## config.mk

```make
export PLATFORM = sky130hd
export DESIGN_NAME = ulpb_layer_if
export DESIGN_NICKNAME = d
export VERILOG_FILES = /design/src/rtl/ulpb_pkg.sv /design/src/rtl/ulpb_fifo.sv /design/src/rtl/ulpb_layer_if.sv
export SDC_FILE = /design/constraint.sdc
export NUM_CORES = 1
export LEC_CHECK = 0
export ABC_AREA = 0
export CORE_ASPECT_RATIO = 0.6
export CORE_UTILIZATION = 25
export DETAILED_ROUTE_END_ITERATION = 8
export PLACE_DENSITY = 0.52
export SLEW_MARGIN = 10
export SYNTH_ARGS = -nofsm -noshare
export SYNTH_HDL_FRONTEND = slang
export SYNTH_SLANG_ARGS = --single-unit
```

## constraint.sdc

```tcl
create_clock -name CLK -period 3.4 [get_ports CLK]
set_clock_uncertainty 0.15 [all_clocks]
set_input_delay 0.51 -clock CLK [delete_from_list [all_inputs] [get_ports CLK]]
set_output_delay 0.51 -clock CLK [all_outputs]
set_load 0.05 [all_outputs]
```

## src/rtl/ulpb_pkg.sv

```systemverilog
// Shared widths and FSM state encodings for the ULPB layer interface.
package ulpb_pkg;

    localparam int ULPB_ADDR_WIDTH = 8;
    localparam int ULPB_DATA_WIDTH = 32;

    localparam logic [1:0] TX_IDLE    = 2'd0;
    localparam logic [1:0] TX_REQ     = 2'd1;
    localparam logic [1:0] TX_RELEASE = 2'd2;

    localparam logic RX_IDLE = 1'b0;
    localparam logic RX_ACK  = 1'b1;

endpackage

```

## src/rtl/ulpb_fifo.sv

```systemverilog
// Small synchronous FIFO holding outgoing messages; exposes its occupancy count.
// A push while full is dropped, and a pop while empty is ignored.
module ulpb_fifo #(
    parameter int WIDTH = 40,
    parameter int DEPTH = 4
) (
    input  logic                       clk,
    input  logic                       rst,
    input  logic                       push,
    input  logic [WIDTH-1:0]           wdata,
    input  logic                       pop,
    output logic [WIDTH-1:0]           rdata,
    output logic [$clog2(DEPTH):0]     count
);

    localparam int PW = $clog2(DEPTH);
    localparam int CW = PW + 1;
    localparam logic [CW-1:0] FULL_COUNT = CW'(DEPTH);

    logic [WIDTH-1:0] mem [DEPTH];
    logic [PW-1:0]    wr_ptr;
    logic [PW-1:0]    rd_ptr;
    logic             do_push;
    logic             do_pop;

    assign do_push = push && (count != FULL_COUNT);
    assign do_pop  = pop && (count != '0);
    assign rdata   = mem[rd_ptr];

    // Storage write; contents need no reset because the count gates visibility.
    always_ff @(posedge clk) begin
        if (do_push) begin
            mem[wr_ptr] <= wdata;
        end
    end

    // Pointers wrap naturally at the power-of-two depth; count tracks occupancy.
    always_ff @(posedge clk or posedge rst) begin
        if (rst) begin
            wr_ptr <= '0;
            rd_ptr <= '0;
            count  <= '0;
        end else begin
            if (do_push) begin
                wr_ptr <= wr_ptr + PW'(1);
            end
            if (do_pop) begin
                rd_ptr <= rd_ptr + PW'(1);
            end
            case ({do_push, do_pop})
                2'b10:   count <= count + CW'(1);
                2'b01:   count <= count - CW'(1);
                default: count <= count;
            endcase
        end
    end

endmodule

```

## src/rtl/ulpb_layer_if.sv

```systemverilog
// ULPB node layer interface: queues user messages into a strict 4-phase
// transmit handshake and captures node-delivered messages into a
// valid/ready user port, with the two directions fully independent.
module ulpb_layer_if
    import ulpb_pkg::*;
#(
    parameter int ADDR_WIDTH = ULPB_ADDR_WIDTH,
    parameter int DATA_WIDTH = ULPB_DATA_WIDTH,
    parameter int TX_DEPTH   = 4
) (
    input  logic                      CLK,
    input  logic                      RESET,

    input  logic                      TX_VALID,
    input  logic [ADDR_WIDTH-1:0]     TX_ADDR,
    input  logic [DATA_WIDTH-1:0]     TX_DATA,
    output logic                      TX_READY,

    output logic                      RX_VALID,
    output logic [ADDR_WIDTH-1:0]     RX_ADDR,
    output logic [DATA_WIDTH-1:0]     RX_DATA,
    input  logic                      RX_READY,

    output logic [ADDR_WIDTH-1:0]     ADDR_IN,
    output logic [DATA_WIDTH-1:0]     DATA_IN,
    output logic                      REQ_TX,
    input  logic                      ACK_TX,

    input  logic [ADDR_WIDTH-1:0]     ADDR_OUT,
    input  logic [DATA_WIDTH-1:0]     DATA_OUT,
    input  logic                      REQ_RX,
    output logic                      ACK_RX,

    output logic [$clog2(TX_DEPTH):0] TX_COUNT
);

    localparam int CW = $clog2(TX_DEPTH) + 1;
    localparam int MW = ADDR_WIDTH + DATA_WIDTH;
    localparam logic [CW-1:0] FULL_COUNT = CW'(TX_DEPTH);

    logic [1:0]            tx_state;
    logic                  rx_state;
    logic                  tx_pop;
    logic [MW-1:0]         head;
    logic [ADDR_WIDTH-1:0] head_addr;
    logic [DATA_WIDTH-1:0] head_data;

    // Ready comes straight from the registered count so it is glitch-free.
    assign TX_READY  = (TX_COUNT != FULL_COUNT);
    assign head_addr = head[MW-1:DATA_WIDTH];
    assign head_data = head[DATA_WIDTH-1:0];

    // The head entry stays queued until the node acknowledges it.
    assign tx_pop    = (tx_state == TX_REQ) && ACK_TX;

    ulpb_fifo #(
        .WIDTH (MW),
        .DEPTH (TX_DEPTH)
    ) u_tx_fifo (
        .clk   (CLK),
        .rst   (RESET),
        .push  (TX_VALID),
        .wdata ({TX_ADDR, TX_DATA}),
        .pop   (tx_pop),
        .rdata (head),
        .count (TX_COUNT)
    );

    // Transmit handshake: present head, wait for ack, then wait for ack release.
    always_ff @(posedge CLK or posedge RESET) begin
        if (RESET) begin
            tx_state <= TX_IDLE;
            REQ_TX   <= 1'b0;
            ADDR_IN  <= '0;
            DATA_IN  <= '0;
        end else begin
            case (tx_state)
                TX_IDLE: begin
                    if (TX_COUNT != '0) begin
                        ADDR_IN  <= head_addr;
                        DATA_IN  <= head_data;
                        REQ_TX   <= 1'b1;
                        tx_state <= TX_REQ;
                    end
                end
                TX_REQ: begin
                    if (ACK_TX) begin
                        REQ_TX   <= 1'b0;
                        tx_state <= TX_RELEASE;
                    end
                end
                TX_RELEASE: begin
                    if (!ACK_TX) begin
                        tx_state <= TX_IDLE;
                    end
                end
                default: begin
                    REQ_TX   <= 1'b0;
                    tx_state <= TX_IDLE;
                end
            endcase
        end
    end

    // Receive handshake: ack only when the user slot is free or being drained this edge.
    always_ff @(posedge CLK or posedge RESET) begin
        if (RESET) begin
            rx_state <= RX_IDLE;
            ACK_RX   <= 1'b0;
            RX_VALID <= 1'b0;
            RX_ADDR  <= '0;
            RX_DATA  <= '0;
        end else begin
            if (RX_VALID && RX_READY) begin
                RX_VALID <= 1'b0;
            end
            if (rx_state == RX_IDLE) begin
                if (REQ_RX && (!RX_VALID || RX_READY)) begin
                    RX_ADDR  <= ADDR_OUT;
                    RX_DATA  <= DATA_OUT;
                    RX_VALID <= 1'b1;
                    ACK_RX   <= 1'b1;
                    rx_state <= RX_ACK;
                end
            end else begin
                if (!REQ_RX) begin
                    ACK_RX   <= 1'b0;
                    rx_state <= RX_IDLE;
                end
            end
        end
    end

endmodule

```

Word-level counts from Yosys, hierarchy flattened
Memories as Yosys holds them, arrays and structs flattened. A register that Yosys moved wholly into a read port is not among the register bits. Cells that the tools add are included.

Bitwise operators: 2. Add/sub/neg operators: 4. Mux-type cells: 19. Reduce and logical (&&, ||, !) cells: 16. Equal/unequal tests: 9.

Operators by type and width (count): 2-to-1 mux 1 bit (13); != test 2 bit, second input constant (4); 2-to-1 mux 2 bit (3); case mux 2 bit (3 select lines) (1); case mux 3 bit (2 select lines) (1); AND reduction 2 bit (3); AND reduction 3 bit (2); logical AND 1 bit (5); adder 2 x 1 -> 2 bit, second input constant (2); equality test 2 x 1 -> 1 bit, second input constant (2); equality test 2 bit, second input constant (2); nonzero test 2 bit (2); adder 3 x 1 -> 3 bit, second input constant (1); != test 3 bit, second input constant (1); case mux 1 bit (3 select lines) (1); nonzero test 3 bit (1); subtractor 3 x 1 -> 3 bit, second input constant (1); zero test 2 bit (1); NOT 1 bit (2); zero test 1 bit (1); logical OR 1 bit (1).

Memory bits (writable): 160. Bits of input ports: 86. Memories kept: 1. Bits in registers: 53. Output and inout bits: 87. Word-level logic and storage cells: 61.

Memory list: u_tx_fifo.mem (depth 4, bits a word 40, rd ports 1, clocked after Yosys merged registers in 1, write ports 1, RTL line ulpb_fifo.sv:20) `logic [WIDTH-1:0] mem [DEPTH];`.

Logic depth before layout (Yosys ltp)
Gate-level depths: netlist of run 1.

Depth in word-level cells: 5. Depth in mapped cells: 9. Gate-level depth less buffers: 9.

By module
From an unflattened synthesis of run 1, not the netlist that was laid out.

Cells, all modules: 440. Area, all modules: 9526.6 um^2.

Modules (own cells, without submodules): ulpb_fifo (sequential area each 4979.8 um^2, cells each 247, area each 6243.5 um^2, instances 1); ulpb_layer_if (sequential area each 2152.1 um^2, cells each 193, area each 3283.1 um^2, instances 1).

Worst setup path before layout of run 1
OpenSTA, ideal clock, no wires.

Kind: register to register. From: register u_tx_fifo.count[2]. To: register u_tx_fifo.count[2]. Cell stages (with the launch flop): 10. Data required time: 3.168 ns. Path buffers: 0. Period minus slack after synthesis: 2.647 ns. Setup time: 0.082 ns. Slack: 0.753 ns. Data arrival time: 2.415 ns. Cell sequence: dfrtp_1 > or3b_4 > and2_4 > inv_1 > ha_1 > inv_1 > fa_1 > xor2_1 > nor2_1 > xor2_1.

Cells in the longest elaborated chain, start to end: 4. Elaborated cells on any way between the ends: 10. Those cells by class: 2 x add/sub; 3 x eq/ne; 1 x mux; 4 x reduce/logical.

Ends and longest elaborated chain: start: declaration (RTL line ulpb_fifo.sv:13) `output logic [$clog2(DEPTH):0] count`; start signal: assignment (RTL line ulpb_fifo.sv:51) `2'b10: count <= count + CW'(1);`; start signal: assignment (RTL line ulpb_fifo.sv:52) `2'b01: count <= count - CW'(1);`; start signal: assignment (RTL line ulpb_fifo.sv:53) `default: count <= count;`; != test 3 bit (*); via TX_READY (RTL line ulpb_layer_if.sv:17) `output logic TX_READY,`; logical AND 1 bit (*) (RTL line ulpb_fifo.sv:26) `assign do_push = push && (count != FULL_COUNT);`; equality test 2 x 1 -> 1 bit or equality test 2 bit (tied branches) (RTL line ulpb_fifo.sv:50) `case ({do_push, do_pop})`; case mux 3 bit (2 select lines) or nonzero test 2 bit (tied branches).

Mark *: on every way through the listed nets, which the timed path passes. The rest lies on a longest branch. A chain may end at the register's enable or synchronous reset.

Worst setup path in the final report of run 1
From: register u_tx_fifo.count[0]. To: output port TX_READY.

Cells in the longest elaborated chain, start to end: 1.

Ends and longest elaborated chain: != test 3 bit (RTL line ulpb_layer_if.sv:49) `assign TX_READY = (TX_COUNT != FULL_COUNT);`; end: declaration (RTL line ulpb_layer_if.sv:17).

Every way passes these cells.

==> results of run 1 <==
-- power groups by stage --
| stage | clock (mW) | sequential, mW | combinational [mW] |
|---|---|---|---|
| 2_1_floorplan | 0 | 5.78 | 2.17 |
| 3_3_place_gp | 0 | 4.74 | 4.66 |
| 3_5_place_dp | 0 | 4.78 | 4.72 |
| 4_1_cts | 3.14 | 4.73 | 4.74 |
| 5_1_grt | 3.24 | 4.81 | 4.88 |
| 6_report | 3.02 | 4.69 | 4.64 |
-- critical path, stage by stage (launching register included) --
cell             delay, ns
dfrtp_1               0.45
or3b_4                0.44
clkdlybuf4s50_1       0.73
-- flip-flops by register name, summed over array words and instances, names as in the netlist, 2 cells and up --
name and cells:
ADDR_IN 8, DATA_IN 32, RX_ADDR 8, u_tx_fifo.rd_ptr 2
u_tx_fifo.mem 160, RX_DATA 32, u_tx_fifo.count 3, u_tx_fifo.wr_ptr 2
tx_state 2
-- cell usage in the layout (no fill, tap or decap), types with 4 or more instances in the layout --
master / synthesis / layout
dfrtp_1: 93 / 91
edfxtp_1: 160 / 160
mux4_2: 38 / 38
clkbuf_16: 0 / 28
mux2_2: 42 / 42
clkbuf_8: 0 / 6
inv_1: 8 / 7
ha_1: 5 / 5
and3_2: 0 / 4
mux2_4: 38 / 38
clkbuf_1: 1 / 8
nor2_1: 4 / 4
clkdlybuf4s50_1: 0 / 172
buf_12: 0 / 7
xor2_1: 5 / 5
-- layout make-up --
class | instances | area share [%]
timing repair buffer | 180 | 14.5
clock buffer | 42 | 6.30
antenna | 2 | 0.0388
sequential | 253 | 55.3
inverter | 8 | 0.252
tap | 513 | 4.97
multi-input combinational | 158 | 17.8
clock inverter | 7 | 0.882
-- Yosys cell counts (2+ instances only) --
| master | n |
|---|---|
| edfxtp_1 | 160 |
| dfrtp_1 | 93 |
| mux2_2 | 42 |
| mux2_4 | 38 |
| mux4_2 | 38 |
| buf_2 | 8 |
| inv_1 | 8 |
| buf_6 | 5 |
| ha_1 | 5 |
| xor2_1 | 5 |
| and3_1 | 4 |
| buf_4 | 4 |
| nor2_1 | 4 |
| a21o_1 | 2 |
| mux4_1 | 2 |
| o21ai_0 | 2 |
| xnor2_1 | 2 |
-- through the flow --
step	setup WS [ns]	hold WS, ns	total power [mW]
6_report	0.582	0.271	12.4
5_1_grt	0.500	0.306	12.9
4_1_cts	0.543	0.251	12.6
3_5_place_dp	0.656	0.346	9.50
3_3_place_gp	0.729	0.325	9.39
2_1_floorplan	0.320	0.329	7.96
-- routing by layer --
layer	GRT usage (%)	vias up	share of wire, %
li1	-	2102	-
met1	14.0	2447	44
met2	17.5	85	48
met3	2.89	39	4.7
met4	3.02	0	2.6
met5	0	-	0
-- path summary, 6_finish.rpt --
check,slack (ns),from,end
max in group asynchronous,2.09,RESET,ADDR_IN[6]
min in group CLK,0.36,RX_DATA[25],RX_DATA[25]
min reg2reg,0.36,RX_DATA[25],RX_DATA[25]
max reg2reg,1.01,u_tx_fifo.count[0],u_tx_fifo.count[2]
min,0.27,RESET,DATA_IN[3]
max,0.58,u_tx_fifo.count[0],TX_READY
-- cells by family (layout without fill, tap and decap cells) --
family,after synthesis,after routing,share of synthesized area (%)
DFF,253,253,74.5
other,0,2,0
buffers and inverters,26,237,1.67
adders and majority gates,6,6,0.863
AOI/OAI and AO/OA,5,5,0.353
xor gates and xnor gates,7,7,0.641
muxes,122,122,20.6
and+or+nand+nor,18,18,1.35
==> impl_metrics.yaml, run 1 <==
status:
  outcome: "complete, no violations"
routing:
  dr.pass1.iters: 4
  drtIter0Drc: 167
  vias: 4673
  wl_per_cell_um: 17.8
  wl_mm: 20.7
  route.detailed.drc: 0
  vias_per_cell: 4.02
  ant_nets: 0
global_route:
  grt_pass1_wl_mm: 31.6
  grt_pass1_vias: 5309
  overflow: 0
  antenna_found_initial: 1
  grt_max_degree: 57
  track_usage_pct: 10.7
cts:
  numClockSinks: 253
  cts_tree: "done"
  cts_setup_buffers: 0
  root_buffer: "clkbuf_16"
  clkTransAtPathRegs_ns: 0.06
  insertion_delay_ns: 0.54
  hold_buffers: 0
  numCtsBuffers: 27
  cts_htree_levels: 1
  clockBufferDepth: 3
  cts_resized: 0
placement:
  place_area_um2: 12000
  place_hpwl_mm: 13.2
  place_congestion: 0.716
  dp_cells: 1112
  io_buffers: 172
synth:
  yosysSeqAreaShare_pct: 74.5
  avgSynthCellArea_um2: 21.9
  synth_edf_count: 160
  synth.area.top_cells: "edfxtp_1 50%, dfrtp_1 24%, mux4_2 8.9%"
  synth_area_leader_cell: "edfxtp_1"
  async_flop_share_pct: 36.8
  yosys_warnings: 0
  syn-num-nets: 529
  synth-seq-cells: 253
  synthDistinctLibCells: 32
  synthFlopType: "edfxtp_1"
  synthesis.area_um2: 9570
  synth_top_cell_area_share_pct: 50.2
  synthCells: 437
pwr:
  p_clk_share_pct: 24.5
  powerDensity_nw_per_um2: 958
  switching_power_mw: 4.23
  p_leak_nw: 4.65
  pwr-share-comb_pct: 37.6
  switching_share_pct: 34.2
  intPower_mw: 8.13
  p_seq_share_pct: 38.0
  peakVddDrop_uv: 644
sta:
  finalSetupTns_ns: 0
  hold_viol_final: 0
  timing.final.crit_share_pct: 82.9
  worst_slew_pin_slew_ns: 0.906
  fmax_mhz: 355
  setup_violations: 0
  min_period_ns: 2.82
  slew_headroom_pct: 39.6
  finalMaxSlewViolations: 0
  rsz0062_at_grt: "false"
final_layout:
  fin_nets: 720
  multi_input_area_um2: 2290
  regArea_um2: 7140
  syn2layout_area_growth_pct: 34.8
  post-route-util_pct: 34.2
  design_area_um2: 12900
  drive_above_1_share_pct: 27.5
  finalNonFillerCells: 1163
  nFillCells: 3584
critical_path:
  cp.arrival_ns: 2.16
  crit_type: "register to output port"
  startpoint_type: "register"
  end_kind: "output port"
  reg2regPathDepth: 9
  cp_max_fo: 6
  cp_data_required_time_ns: 2.74
floorplan:
  io_pins: 173
  die_height_um: 154
  start_util_pct: 25.4
  rows: 55
  core_area_um2: 37700
  die_w_um: 255
  die_area_um2: 39100
job:
  maxCapViolations: 0
min_path:
  hold_class: "input port to async pin"
Note: power is estimated with default switching activity, not from simulation.
==> inputs of run 2 (changes only) <==
==> constraint.sdc (replaced) <==
create_clock -name CLK -period 2.6 [get_ports CLK]
set_clock_uncertainty 0.15 [all_clocks]
set_input_delay 0.39 -clock CLK [delete_from_list [all_inputs] [get_ports CLK]]
set_output_delay 0.39 -clock CLK [all_outputs]
set_load 0.05 [all_outputs]
==> impl_metrics.yaml, run 2 (synthesis gave the netlist of run 1 again) <==
routing:
  wl_per_cell_um: 18.3
  ant_nets: 0
  vias_per_cell: 4.08
  route.detailed.drc: 0
  drtIter0Drc: 265
  dr.pass1.iters: 4
  wl_mm: 21.3
  vias: 4750
global_route:
  grt_pass1_vias: 5352
  overflow: 0
  grt_max_degree: 94
  grt_pass1_wl_mm: 32.7
  antenna_found_initial: 0
  track_usage_pct: 11.1
critical_path:
  cp_data_required_time_ns: 2.06
  startpoint_type: "register"
  crit_path_top_delay_cell: "clkdlybuf4s50_1"
  cp_cell_sequence: "clkdlybuf4s50_1"
  cp.arrival_ns: 1.89
  cp.buffers_inverters: 1
  cp_max_fo: 5
  path_delay_family: "buffers and inverters"
  end_kind: "output port"
  crit_type: "register to output port"
  max_stage_delay_ns: 0.90
placement:
  place_congestion: 0.722
  place_hpwl_mm: 12.9
  dp_cells: 1117
  io_buffers: 172
  post-place-ws_ns: -0.00873
final_layout:
  final_common_cell: "clkdlybuf4s50_1"
  largest_register: "u_tx_fifo.mem"
  syn2layout_area_growth_pct: 34.3
  post-route-util_pct: 34.1
  drive_above_1_share_pct: 27.9
  num_antenna_cells: 0
  mostFrequentLayoutCells: "171 x clkdlybuf4s50_1, 160 x edfxtp_1, 90 x dfrtp_1, 42 x mux2_2"
  fin_nets: 724
  largest_reg_flops: 160
  finalNonFillerCells: 1165
  reg_top3: "u_tx_fifo.mem x160, DATA_IN x32, RX_DATA x32"
cts:
  cts_resized: 1
  numCtsBuffers: 26
  cts_htree_levels: 1
  insertion_delay_ns: 0.54
  clockBufferDepth: 3
  cts_setup_buffers: 0
  cts_tree: "done"
  numClockSinks: 253
  hold_buffers: 0
  clkTransAtPathRegs_ns: 0.06
  root_buffer: "clkbuf_16"
sta:
  min_period_ns: 2.43
  finalMaxSlewViolations: 0
  worst_slew_pin_slew_ns: 0.586
  setup_violations: 0
  setup_ws_ns: 0.167
  hold_viol_final: 0
  fmax_mhz: 411
  slew_headroom_pct: 60.9
  timing.final.crit_share_pct: 93.6
  rsz0062_at_grt: "false"
floorplan:
  core_area_um2: 37700
  start_util_pct: 25.4
  die_w_um: 255
  rows: 55
  die_area_um2: 39100
  die_height_um: 154
  io_pins: 173
pwr:
  powerDensity_nw_per_um2: 1240
  power_mw: 15.9
  intPower_mw: 10.3
  switching_share_pct: 35.1
  p_clk_share_pct: 22.8
  p_seq_share_pct: 37.8
  pwr-share-comb_pct: 39.5
  peakVddDrop_uv: 636
  p_leak_nw: 4.64
  switching_power_mw: 5.59
status:
  outcome: "complete, no violations"
min_path:
  hold_class: "input port to async pin"
job:
  maxCapViolations: 0
-- run 2: power by group through the flow --
stage / logic (mW) / registers [mW] / clock network, mW
after floorplan: 2.84 / 7.55 / 0
after global placement: 6.33 / 6.07 / 0
after detailed placement: 6.41 / 6.12 / 0
after CTS: 6.42 / 6.06 / 3.79
after global routing: 6.63 / 6.16 / 3.93
final: 6.29 / 6.02 / 3.63
-- run 2: final cells by class --
type	count	area [um2]
clock inverter	8	40.0
clock buffer	40	796
inverter	8	33.8
timing repair buffer	185	1920
fill	3582	24900
tap	513	642
sequential	253	7140
multi-input combinational	158	2290
-- run 2: metrics by stage --
stage,hold slack (ns),instance area [um2],setup TNS [ns]
2_1_floorplan,0.329,9580,0
3_3_place_gp,0.328,12000,-0.00253
3_5_place_dp,0.343,12000,-0.00873
4_1_cts,0.212,12900,0
5_1_grt,0.245,12900,0
6_report,0.207,12900,0
-- run 2: final timing paths --
kind | from | to | slack (ns) | cells past startpoint
max | u_tx_fifo.count[0] | TX_COUNT[0] | 0.17 | 1
min | RESET | RX_DATA[26] | 0.21 | 3
max reg2reg | u_tx_fifo.count[0] | u_tx_fifo.count[2] | 0.24 | 9
min reg2reg | RX_DATA[11] | RX_DATA[11] | 0.36 | 1
max in group asynchronous | RESET | DATA_IN[11] | 1.66 | 3
min in group CLK | DATA_OUT[28] | RX_DATA[28] | 0.31 | 2
-- run 2: per-layer routing --
layer | vias to the layer above | global-route usage [%] | part of all wire (%)
li1 | 2101 | - | -
met1 | 2524 | 14.6 | 43
met4 | 0 | 3.39 | 2.8
met2 | 87 | 18.4 | 49
met3 | 38 | 2.49 | 4.5
met5 | - | 0 | 0
